File: config.mk
export PLATFORM = sky130hd
export DESIGN_NAME = pipe_hazard_ctrl
export DESIGN_NICKNAME = d
export VERILOG_FILES = /design/src/rtl/pipe_hazard_ctrl.sv
export SDC_FILE = /design/constraint.sdc
export NUM_CORES = 1
export LEC_CHECK = 0
export ABC_AREA = 1
export BUFFER_PORTS_ARGS = -buffer_cell sky130_fd_sc_hd__buf_2
export CORE_ASPECT_RATIO = 1.5
export CORE_MARGIN = 10
export CORE_UTILIZATION = 47
export CTS_CLUSTER_DIAMETER = 50
export DETAILED_ROUTE_END_ITERATION = 12
export PLACE_DENSITY = 0.78
export SLEW_MARGIN = 40
export SYNTH_ARGS = -nofsm -noshare
export SYNTH_HDL_FRONTEND = slang
export SYNTH_SLANG_ARGS = --single-unit
File: constraint.sdc
create_clock -name clk -period 2.2 [get_ports clk]
set_input_delay 0.44 -clock clk [delete_from_list [all_inputs] [get_ports clk]]
set_output_delay 0.44 -clock clk [all_outputs]
set_load 0.01 [all_outputs]
File: src/rtl/pipe_hazard_ctrl.sv
// Hazard and sequencing controller for the 5-stage pipeline: stalls on RAW hazards,
// flushes on EX redirects, drains on HALT and keeps the performance counters.
module pipe_hazard_ctrl #(
   parameter int FORWARDING   = 1,
   parameter int DRAIN_CYCLES = 3,
   parameter int CNT_W        = 32
) (
   input  logic              clk,
   input  logic              rst,
   input  logic              id_valid,
   input  logic [4:0]        id_rs,
   input  logic [4:0]        id_rt,
   input  logic              id_uses_rs,
   input  logic              id_uses_rt,
   input  logic              id_halt,
   input  logic              ex_valid,
   input  logic              ex_reg_write,
   input  logic              ex_is_load,
   input  logic [4:0]        ex_rd,
   input  logic              mem_valid,
   input  logic              mem_reg_write,
   input  logic [4:0]        mem_rd,
   input  logic              ex_redirect,
   input  logic [31:0]       ex_target,
   input  logic              wb_valid,
   output logic              pc_we,
   output logic              pc_sel,
   output logic [31:0]       pc_target,
   output logic              if_id_we,
   output logic              if_id_flush,
   output logic              id_ex_bubble,
   output logic              halted,
   output logic [CNT_W-1:0]  stall_cnt,
   output logic [CNT_W-1:0]  flush_cnt,
   output logic [CNT_W-1:0]  retire_cnt
);

   // DRAIN_CYCLES must be at least 1; the counter holds DRAIN_CYCLES-1.
   localparam int DW = (DRAIN_CYCLES > 1) ? $clog2(DRAIN_CYCLES) : 1;

   typedef enum logic [1:0] {S_RUN, S_DRAIN, S_HALTED} state_t;

   state_t          state;
   logic [DW-1:0]   drain_cnt;
   logic            ex_match;
   logic            mem_match;
   logic            raw_haz;
   logic            in_run;
   logic            take_redirect;
   logic            take_stall;
   logic            take_halt;

   function automatic logic src_match(input logic [4:0] rd,
                                      input logic [4:0] rs, input logic use_rs,
                                      input logic [4:0] rt, input logic use_rt);
      return (rd != 5'd0) && ((use_rs && (rs == rd)) || (use_rt && (rt == rd)));
   endfunction

   assign ex_match  = src_match(ex_rd,  id_rs, id_uses_rs, id_rt, id_uses_rt);
   assign mem_match = src_match(mem_rd, id_rs, id_uses_rs, id_rt, id_uses_rt);

   // With the bypass only a load in EX is too late; without it EX and MEM writers both block.
   always_comb begin
      raw_haz = 1'b0;
      if (FORWARDING != 0)
         raw_haz = ex_valid & ex_reg_write & ex_is_load & ex_match;
      else
         raw_haz = (ex_valid & ex_reg_write & ex_match) |
                   (mem_valid & mem_reg_write & mem_match);
      raw_haz = raw_haz & id_valid;
   end

   assign in_run        = (state == S_RUN);
   assign take_redirect = in_run & ex_redirect;
   assign take_stall    = in_run & ~ex_redirect & raw_haz;
   assign take_halt     = in_run & ~ex_redirect & ~raw_haz & id_valid & id_halt;
   assign pc_target     = ex_target;

   always_comb begin
      pc_we        = 1'b0;
      pc_sel       = 1'b0;
      if_id_we     = 1'b0;
      if_id_flush  = 1'b0;
      id_ex_bubble = 1'b1;
      if (rst && in_run) begin
         if (take_redirect) begin
            pc_we       = 1'b1;
            pc_sel      = 1'b1;
            if_id_flush = 1'b1;
         end else if (!take_stall && !take_halt) begin
            pc_we        = 1'b1;
            if_id_we     = 1'b1;
            id_ex_bubble = 1'b0;
         end
      end
   end

   always_ff @(posedge clk) begin
      if (!rst) begin
         state      <= S_RUN;
         drain_cnt  <= '0;
         halted     <= 1'b0;
         stall_cnt  <= '0;
         flush_cnt  <= '0;
         retire_cnt <= '0;
      end else begin
         if (wb_valid)      retire_cnt <= retire_cnt + CNT_W'(1);
         if (take_redirect) flush_cnt  <= flush_cnt + CNT_W'(1);
         if (take_stall)    stall_cnt  <= stall_cnt + CNT_W'(1);
         // halted trails the HALTED state by one edge, giving DRAIN_CYCLES+1 edges overall.
         halted <= (state == S_HALTED);
         case (state)
            S_RUN: begin
               if (take_halt) begin
                  state     <= S_DRAIN;
                  drain_cnt <= DW'(DRAIN_CYCLES - 1);
               end
            end
            S_DRAIN: begin
               if (drain_cnt == '0)
                  state <= S_HALTED;
               else
                  drain_cnt <= drain_cnt - DW'(1);
            end
            S_HALTED: state <= S_HALTED;
            default:  state <= S_RUN;
         endcase
      end
   end

endmodule

==> flow_summary.toml, run 1 <==
[outcome]
status = "complete, no violations"

[clocking]
path_clk_slew_ns = 0.07
root_buffer = "clkbuf_16"
cts_sinks = 101
clk_latency_ns = 0.34
cts_setup_buffers = 0
htreeDepth = 3
hold_buffers = 0
cts_tree = "built"
clockBufferDepth = 2
cts_buffers = 9

[sta]
finalCritPeriodShare_pct = 95.33
relSlewSlack_pct = 69.23
fin_tns_setup_ns = 0
clock_skew_ns = 0.008365
report.final.setup_viol = 0
hold_viol = 0
period_minus_slack_ns = 2.097
slew_viol_final = 0
whs_ns = 0.4101
fmax_mhz = 476.8
worstMarginPinSlew_ns = 0.4616

[setup_path]
cp_num_cells = 11
r2r_start = "stall_cnt[0]"
crit_family = "simple AND/OR/NAND/NOR gates"
cp.required_ns = 1.76
worstPathMaxFanout = 4
endpoint_kind = "primary output"
arrival_ns = 1.66
reg2reg_setup_slack_ns = 0.36
worstPathCellList = "inv_2 > ha_4 > inv_1 > nor2_2 > inv_1 > nor2_1 > nand2_1 > nand2_2 > nor3_4 > inv_1 > buf_2"
r2r_end = "stall_cnt[22]"
cp_common_cell = "inv_1"
critPathMaxStageDelay_ns = 0.34
crit_buf_inv = 5
critPathLaunchType = "flop"
cp_slowest_cell = "dfxtp_2"
worstSetupPathType = "flop to primary output"
rr_worst_depth = 9

[power_and_ir_drop]
power.density_nw_per_um2 = 599.1
power_switching_mw = 1.071
intPower_mw = 3.013
p_sw_share_pct = 26.21
power_frac_comb_pct = 13.3
p_seq_share_pct = 46.9
irDropWorstVdd_uv = 419.0
pwr-share-clk_pct = 39.9
p_leak_nw = 3.075

[grt]
grt_max_degree = 45
grt_pass1_wl_mm = 26.01
grt_overflow = 0
grtUsageTotal_pct = 17.55
grt_pass1_vias = 5611
antenna_found_initial = 0

[synth]
syn-num-nets = 964
synth-edff-count = 0
synth_xor_area_share_pct = 3.128
yosys_most_used_dff = "dfxtp_1"
synthTopCellsByArea = "dfxtp_1 34%, nand2_1 12%, nor2_1 9.1%, inv_1 7.6%, a21oi_1 4.3%"
yosysMostFrequentCell = "nand2_1"
yosys_warnings = 0
synth.top_cell.area_share_pct = 34.38
synth_mux_area_share_pct = 0
yosys.area_share.adder_pct = 1.702
netlist_area_um2 = 5881
netlist_instances = 891
synth_top_family_by_area = "simple AND/OR/NAND/NOR gates"
ys_seq_area_share_pct = 34.38
ys_ff_latch = 101
async_reset_ff_share_pct = 0
synth_largest_area_cell = "dfxtp_1"
yosys.area_share.simple_pct = 38.02
yosys.cell_types.count = 41
syn_avg_cell_area_um2 = 6.600
synth-compound-area-share_pct = 9.298
netlist_top_cells_count = "184 x nand2_1, 143 x nor2_1, 119 x inv_1"

[floorplan]
die_area_um2 = 17480
core_um2 = 12390
dieHeight_um = 157.0
initial_utilization_pct = 47.47
row_count = 50
die_x_um = 111.3
io_pins = 199

[place]
place_congestion = 0.9223
io_buffers = 127
hpwl_mm = 12.18
dpl_cell_area_um2 = 6485

[cells_and_area]
layout-drive-gt1-share_pct = 20.32
area_growth_pct = 15.91
nNetsFinal = 1063
fin_area_um2 = 6817
antenna_cells = 0
fillCellCount = 1252

[drt]
via_count = 5855
wl_met3_mm = 1.010
wl_met2_mm = 8.164
drtPass1Iterations = 5
wl_met1_mm = 6.323
drt_wl_total_mm = 15.91
drtAntennaViolNets = 0
drc_errors = 0
dr.first_iter.drc_count = 299
top_layer_used = "met4"
via_per_inst = 5.091
wl_per_cell_um = 13.84

[min_path]
hp-class = "primary input to flop"
worst_hold_startpoint = "wb_valid"
hold_depth = 2
whs_endpoint = "retire_cnt[0]"

[run]
max_cap_viol_count = 0
worst max path at each step:
stage                     slack, ns           end     start
after floorplan                0.11  id_ex_bubble  state[0]
after global placement         0.18  id_ex_bubble  ex_rd[4]
after detailed placement       0.11  id_ex_bubble  ex_rd[4]
after CTS                     0.002  id_ex_bubble  state[0]
after global routing         -0.007  id_ex_bubble  state[0]
final                          0.10  id_ex_bubble  state[0]
per-layer routing:
layer,vias to the layer above,track usage (%)
met5,-,0
met4,0,7.980
met3,39,4.381
met2,165,31.91
met1,2648,18.63
li1,3003,-
cells in the final DEF, fill, tap and decap left out, types with 6 or more instances in the layout:
| cell type | netlist | final |
|---|---|---|
| nand2_1 | 184 | 183 |
| nor2_1 | 143 | 142 |
| buf_2 | 3 | 127 |
| inv_1 | 119 | 117 |
| dfxtp_1 | 101 | 99 |
| a21oi_1 | 50 | 50 |
| nand3_1 | 50 | 50 |
| o21ai_0 | 30 | 30 |
| nor3_1 | 30 | 29 |
| nand4_1 | 19 | 19 |
| xor2_1 | 18 | 18 |
| inv_2 | 12 | 14 |
| o21ai_1 | 12 | 12 |
| clkbuf_16 | 0 | 9 |
| nand3b_1 | 7 | 7 |
| ha_1 | 8 | 7 |
| nor4_1 | 6 | 6 |
| nor2_2 | 5 | 6 |
| nand2_2 | 5 | 6 |
registers in the layout (all words and copies together), names as in the netlist:
| name | count |
|---|---|
| retire_cnt | 32 |
| state | 2 |
| stall_cnt | 32 |
| flush_cnt | 32 |
| halted | 1 |
| drain_cnt | 2 |
power by group through the flow:
| stage | registers, mW | logic, mW | clock network [mW] |
|---|---|---|---|
| final | 1.91 | 0.542 | 1.63 |
| after global routing | 1.92 | 0.624 | 1.73 |
| after CTS | 1.91 | 0.544 | 1.66 |
| after detailed placement | 1.95 | 0.517 | 0 |
| after global placement | 1.95 | 0.499 | 0 |
| after floorplan | 1.95 | 0.400 | 0 |
through the flow:
step	power (mW)	setup slack (ns)	utilization [%]	std cells
4_1_cts	4.118	0.002324	54.96	1150
3_5_place_dp	2.466	0.1107	52.35	1135
6_report	4.084	0.1027	55.03	1150
3_3_place_gp	2.447	0.1817	52.35	1135
2_1_floorplan	2.353	0.1052	-	891
5_1_grt	4.272	-0.006520	55.03	1150
timing repair:
item,in CTS,in global routing
setup endpoints to repair,3,3
resized for setup,6,4
pin swaps,1,1
hold endpoints to repair,0,0
cell type report:
| type | count | area [µm²] | share of cell area, % |
|---|---|---|---|
| multi-input cells | 613 | 3095 | 45.41 |
| clock inverters | 4 | 47.55 | 0.6975 |
| flip-flops and latches | 101 | 2024 | 29.70 |
| clock buffers | 11 | 252.7 | 3.708 |
| well taps | 156 | 195.2 | 2.863 |
| inverters | 132 | 495.5 | 7.269 |
| repair buffers | 133 | 705.7 | 10.35 |
logic make-up after synthesis:
logic type               Yosys count
AND/OR/NAND/NOR                  481
AO/OA/AOI/OAI                    103
XOR/XNOR                          21
flip-flops                       101
buffers and inverters            177
adder cells (fa/ha/maj)            8
(Power assumes the default switching activity.)
==> run 2, diff against run 1 <==
CORE_UTILIZATION = 46   (was 47)
PLACE_DENSITY = 0.8   (was 0.78)
clock period = 1.75 ns   (was 2.2 ns; I/O delays follow)
==> run 2 against run 1 <==
Against the previous run:
- the run now ends with setup timing left
- global-route usage is 0.90 points higher
- clock-buffer cell count is 2 lower
- die area is 1.8% higher
- final area is 12% higher
- first-iteration DRC count is 6.4% higher
- core utilization is 5.9 points higher
- clock power is 18% higher
- non-clock buffer count is 75 higher
- largest power group unchanged
==> flow_summary.toml, run 2 (synthesis results as in run 1) <==
[sta]
slew_viol_final = 0
rsz0062_at_grt = "true"
period_minus_slack_ns = 1.916
finalCritPeriodShare_pct = 109.5
fin_ws_ns = -0.1663
hold_viol = 0
report.final.setup_viol = 13
worstMarginPinSlew_ns = 0.4673
fmax_mhz = 521.9
clock_skew_ns = 0.01329
relSlewSlack_pct = 68.56

[drt]
via_count = 6186
wl_per_cell_um = 13.92
drtAntennaViolNets = 0
drc_errors = 0
drt_wl_total_mm = 17.07
via_per_inst = 5.046
dr.first_iter.drc_count = 318
drtPass1Iterations = 4

[setup_path]
endpoint_kind = "primary output"
cp.required_ns = 1.40
worstPathMaxFanout = 4
worstSetupPathType = "flop to primary output"
critPathLaunchType = "flop"
arrival_ns = 1.57

[cells_and_area]
top_regs = "flush_cnt (32), retire_cnt (32), stall_cnt (32)"
final_common_cell = "nand2_1"
final_cell_mix = "180 x nand2_1, 131 x nor2_1, 124 x buf_2, 115 x inv_1, 91 x dfxtp_1"
area_growth_pct = 29.72
layoutNonFillerInstCount = 1226
register_area_um2 = 2042
nNetsFinal = 1138
fillCellCount = 1158
antenna_cells = 0
multiInputGateArea_um2 = 3309
layout-drive-gt1-share_pct = 29.72

[clocking]
htreeDepth = 3
path_clk_slew_ns = 0.08
clockBufferDepth = 2
clk_latency_ns = 0.35
cts_tree = "built"
cts_buffers = 9
root_buffer = "clkbuf_16"
cts_sinks = 101

[floorplan]
initial_utilization_pct = 47.00
dieHeight_um = 158.5
io_pins = 199
die_area_um2 = 17800
die_x_um = 112.3
row_count = 50
core_um2 = 12510

[place]
hpwl_mm = 13.23
place_congestion = 0.8736
io_buffers = 127
post-place-cells = 1191

[outcome]
status = "finished, violations left"
violations = "setup timing"

[grt]
grt_overflow = 0
grt_pass1_wl_mm = 27.73
grt_pass1_vias = 6015
grtUsageTotal_pct = 18.45
antenna_found_initial = 0
grt_max_degree = 34

[power_and_ir_drop]
power.density_nw_per_um2 = 687.0
irDropWorstVdd_uv = 476.9
finalPower_mw = 5.241
p_leak_nw = 3.544

[min_path]
hp-class = "primary input to flop"

[run]
max_cap_viol_count = 0
-- run 2: cell types whose count changed in the layout (fill, tap and decap cells not counted), sizes merged --
cell / delta
clkinv: +2
clkbuf: -2
bufinv: -1
inv: +2
buf: +75
-- run 2: final timing paths --
check / startpoint / endpoint / slack, ns / cells after the start
setup / recovery: state[1] / id_ex_bubble / -0.17 / 11
hold / removal: wb_valid / retire_cnt[0] / 0.30 / 2
setup reg to reg: state[1] / flush_cnt[17] / -0.11 / 12
hold reg to reg: retire_cnt[8] / retire_cnt[8] / 0.50 / 2
-- run 2: through the flow --
| stage | TNS, ns | cell area (µm²) | hold WS, ns | setup slack [ns] | util, % |
|---|---|---|---|---|---|
| floorplan | 0 | 5911 | 0.4400 | 0.02375 | - |
| global placement | -0.3130 | 6929 | 0.4669 | -0.06013 | 55.38 |
| detailed placement | -0.3704 | 6929 | 0.4830 | -0.08690 | 55.38 |
| CTS | -0.8465 | 7320 | 0.2891 | -0.1698 | 58.50 |
| global route | -3.228 | 7629 | 0.3032 | -0.2668 | 60.97 |
| finish | -0.9955 | 7629 | 0.3041 | -0.1663 | 60.97 |
-- run 2: final cells by class --
class | instances | area share, %
clock buffers | 9 | 2.952
clock inverters | 7 | 0.7873
inverters | 132 | 6.528
multi-input cells | 613 | 43.38
flip-flops and latches | 101 | 26.77
well taps | 156 | 2.559
repair buffers | 208 | 17.02
-- run 2: where the power goes --
group / internal (mW) / leakage (nW) / switching [mW] / total [mW]
combinational: 0.417 / 2.58 / 0.507 / 0.923
clock: 0.986 / 0.139 / 0.944 / 1.93
sequential: 2.35 / 0.820 / 0.0338 / 2.39
-- run 2: timing repair --
item                                    in CTS  in global routing
resized for setup                           20                 60
setup buffers                                5                 14
cloned                                       0                  0
hold buffers                                 0                  0
pin swaps                                    4                 25
endpoints found under the setup margin       9                 54
-- run 2: per-layer routing --
| layer | routed length (µm) | part of all wire (%) | GRT usage, % | vias to the layer above |
|---|---|---|---|---|
| met4 | 757 | 4.4 | 10.61 | 0 |
| met2 | 8665 | 51 | 33.80 | 185 |
| met1 | 6513 | 38 | 18.66 | 2780 |
| met5 | 0 | 0 | 0 | - |
| li1 | - | - | - | 3158 |
| met3 | 1128 | 6.6 | 4.407 | 63 |
-- run 2: worst max-delay path, cell delays in order (launching register included) --
cell     delay, ns
dfxtp_2       0.34
inv_2         0.05
ha_4          0.17
inv_4         0.06
nor2_4        0.03
inv_1         0.05
nor2_1        0.04
nand2_1       0.09
nand2_2       0.08
nor3_4        0.12
inv_1         0.07
buf_6         0.12
==> run 3, diff against run 2 <==
CORE_MARGIN = 2   (was 10)
clock period = 1.6 ns   (was 1.75 ns; I/O delays follow)
==> run 3 against run 2 <==
Against the previous run:
- the flow still finishes with violations (setup timing)
- flip-flop and latch count unchanged
- routed wire length grew 1.0%
- register-to-register slack worse by 0.14 ns
- sequential share of layout area is 2.5 points lower
- total power up 13%
- non-clock buffer count rose by 49
- critical path type unchanged
==> flow_summary.toml, run 3 (synthesis results as in run 1) <==
[grt]
grt_max_degree = 33
grtUsageTotal_pct = 23.17
grt_pass1_vias = 5993
grt_pass1_wl_mm = 25.64
antenna_found_initial = 0
grt_overflow = 0

[drt]
dr.first_iter.drc_count = 289
wl_met1_mm = 6.537
drt_wl_total_mm = 17.24
wl_met2_mm = 9.174
drc_errors = 0
drtAntennaViolNets = 0
wl_met3_um = 887
top_layer_used = "met4"
drtPass1Iterations = 6
via_per_inst = 5.164
via_count = 6584
wl_per_cell_um = 13.52

[cells_and_area]
area_growth_pct = 44.96
final_cell_mix = "167 x nand2_1, 124 x buf_2, 112 x nor2_1, 112 x buf_4, 107 x inv_1"
nNetsFinal = 1187
post-route-util_pct = 68.13
top_regs = "flush_cnt (32), retire_cnt (32), stall_cnt (32)"
final_common_cell = "nand2_1"
layout-drive-gt1-share_pct = 41.02
antenna_cells = 0
layoutNonFillerInstCount = 1275

[clocking]
path_clk_slew_ns = 0.07
cts_tree = "built"
cts_buffers = 9
root_buffer = "clkbuf_16"
htreeDepth = 3
clk_latency_ns = 0.35
cts_sinks = 101
clockBufferDepth = 2

[place]
io_buffers = 127
place_congestion = 0.9222
hpwl_mm = 11.74
post-place-cells = 1218

[sta]
slew_viol_final = 0
fmax_mhz = 531.2
fin_ws_ns = -0.2827
period_minus_slack_ns = 1.883
clock_skew_ns = 0.01208
finalCritPeriodShare_pct = 117.7
hold_viol = 0
relSlewSlack_pct = 67.87
worstMarginPinSlew_ns = 0.4775
report.final.setup_viol = 34
rsz0062_at_grt = "true"

[power_and_ir_drop]
irDropWorstVdd_uv = 553.0
p_leak_nw = 3.964
power.density_nw_per_um2 = 692.2

[floorplan]
core_um2 = 12510
initial_utilization_pct = 47.00
dieHeight_um = 142.5
die_x_um = 96.32
die_area_um2 = 13720
io_pins = 199
row_count = 50

[outcome]
violations = "setup timing"
status = "finished, violations left"

[setup_path]
endpoint_kind = "primary output"
cp.required_ns = 1.28
worstSetupPathType = "flop to primary output"
worstPathMaxFanout = 3
critPathLaunchType = "flop"
arrival_ns = 1.56

[run]
max_cap_viol_count = 0

[min_path]
hp-class = "primary input to flop"
## run 3: cell count changes in the layout (fill, tap and decap cells not counted), moves of 8 or more
cell	change
buf_4	+35
dfxtp_1	-18
dfxtp_2	+15
inv_1	-8
nand2_1	-13
nand2_2	+8
nand3_1	-12
nand3_2	+10
nor2_1	-19
nor2_2	+8
nor2_4	+11
nor3_1	-10
o21ai_2	+8
## run 3: routing by layer
metal | GRT usage, % | vias up
met1 | 25.04 | 3027
met4 | 11.34 | 0
met3 | 3.867 | 69
met2 | 42.40 | 235
li1 | - | 3253
met5 | 0 | -
## run 3: cell type report
| class | count | area, µm² |
|---|---|---|
| inverter | 132 | 515.5 |
| fill | 1022 | 3988 |
| multi-input combinational | 613 | 3684 |
| tap | 156 | 195.2 |
| timing repair buffer | 257 | 1779 |
| clock buffer | 12 | 256.5 |
| sequential | 101 | 2072 |
| clock inverter | 4 | 22.52 |
## run 3: final timing paths
check,start,to,slack (ns),depth (start not counted)
setup reg to reg,state[0],flush_cnt[24],-0.25,14
hold / removal,wb_valid,retire_cnt[0],0.34,3
hold reg to reg,flush_cnt[19],flush_cnt[19],0.48,1
setup / recovery,state[0],id_ex_bubble,-0.28,8
## run 3: worst max-delay path: stages, from the launching register on
cell and delay, ns:
dfxtp_2 0.33, inv_2 0.07, ha_4 0.17, buf_12 0.12, buf_8 0.11, nand2_8 0.06, nor3_4 0.20, inv_2 0.05
buf_6 0.11
## run 3: per-stage QoR
step	setup WS (ns)	TNS [ns]	hold WS, ns	total power, mW	area [µm²]
final	-0.2827	-3.877	0.3378	5.901	8524
after global routing	-0.3677	-8.543	0.3572	6.156	8524
after CTS	-0.3122	-2.928	0.3263	5.879	7848
after detailed placement	-0.2566	-4.665	0.4790	3.583	7173
after global placement	-0.2059	-3.285	0.4635	3.561	7173
after floorplan	-0.01156	-0.01475	0.4100	3.311	5952
## run 3: report_power, final
group | leakage [nW] | internal, mW | switching, mW
sequential | 0.830 | 2.58 | 0.0404
clock | 0.138 | 1.13 | 0.965
combinational | 3.00 | 0.565 | 0.621
total | 3.96 | 4.27 | 1.63
## run 3: repair_timing
action,in CTS,in global routing
cloned,0,1
gates resized for setup,66,143
buffers inserted,20,22
hold buffers,0,0
setup endpoints to repair,50,76
pin swaps,30,59
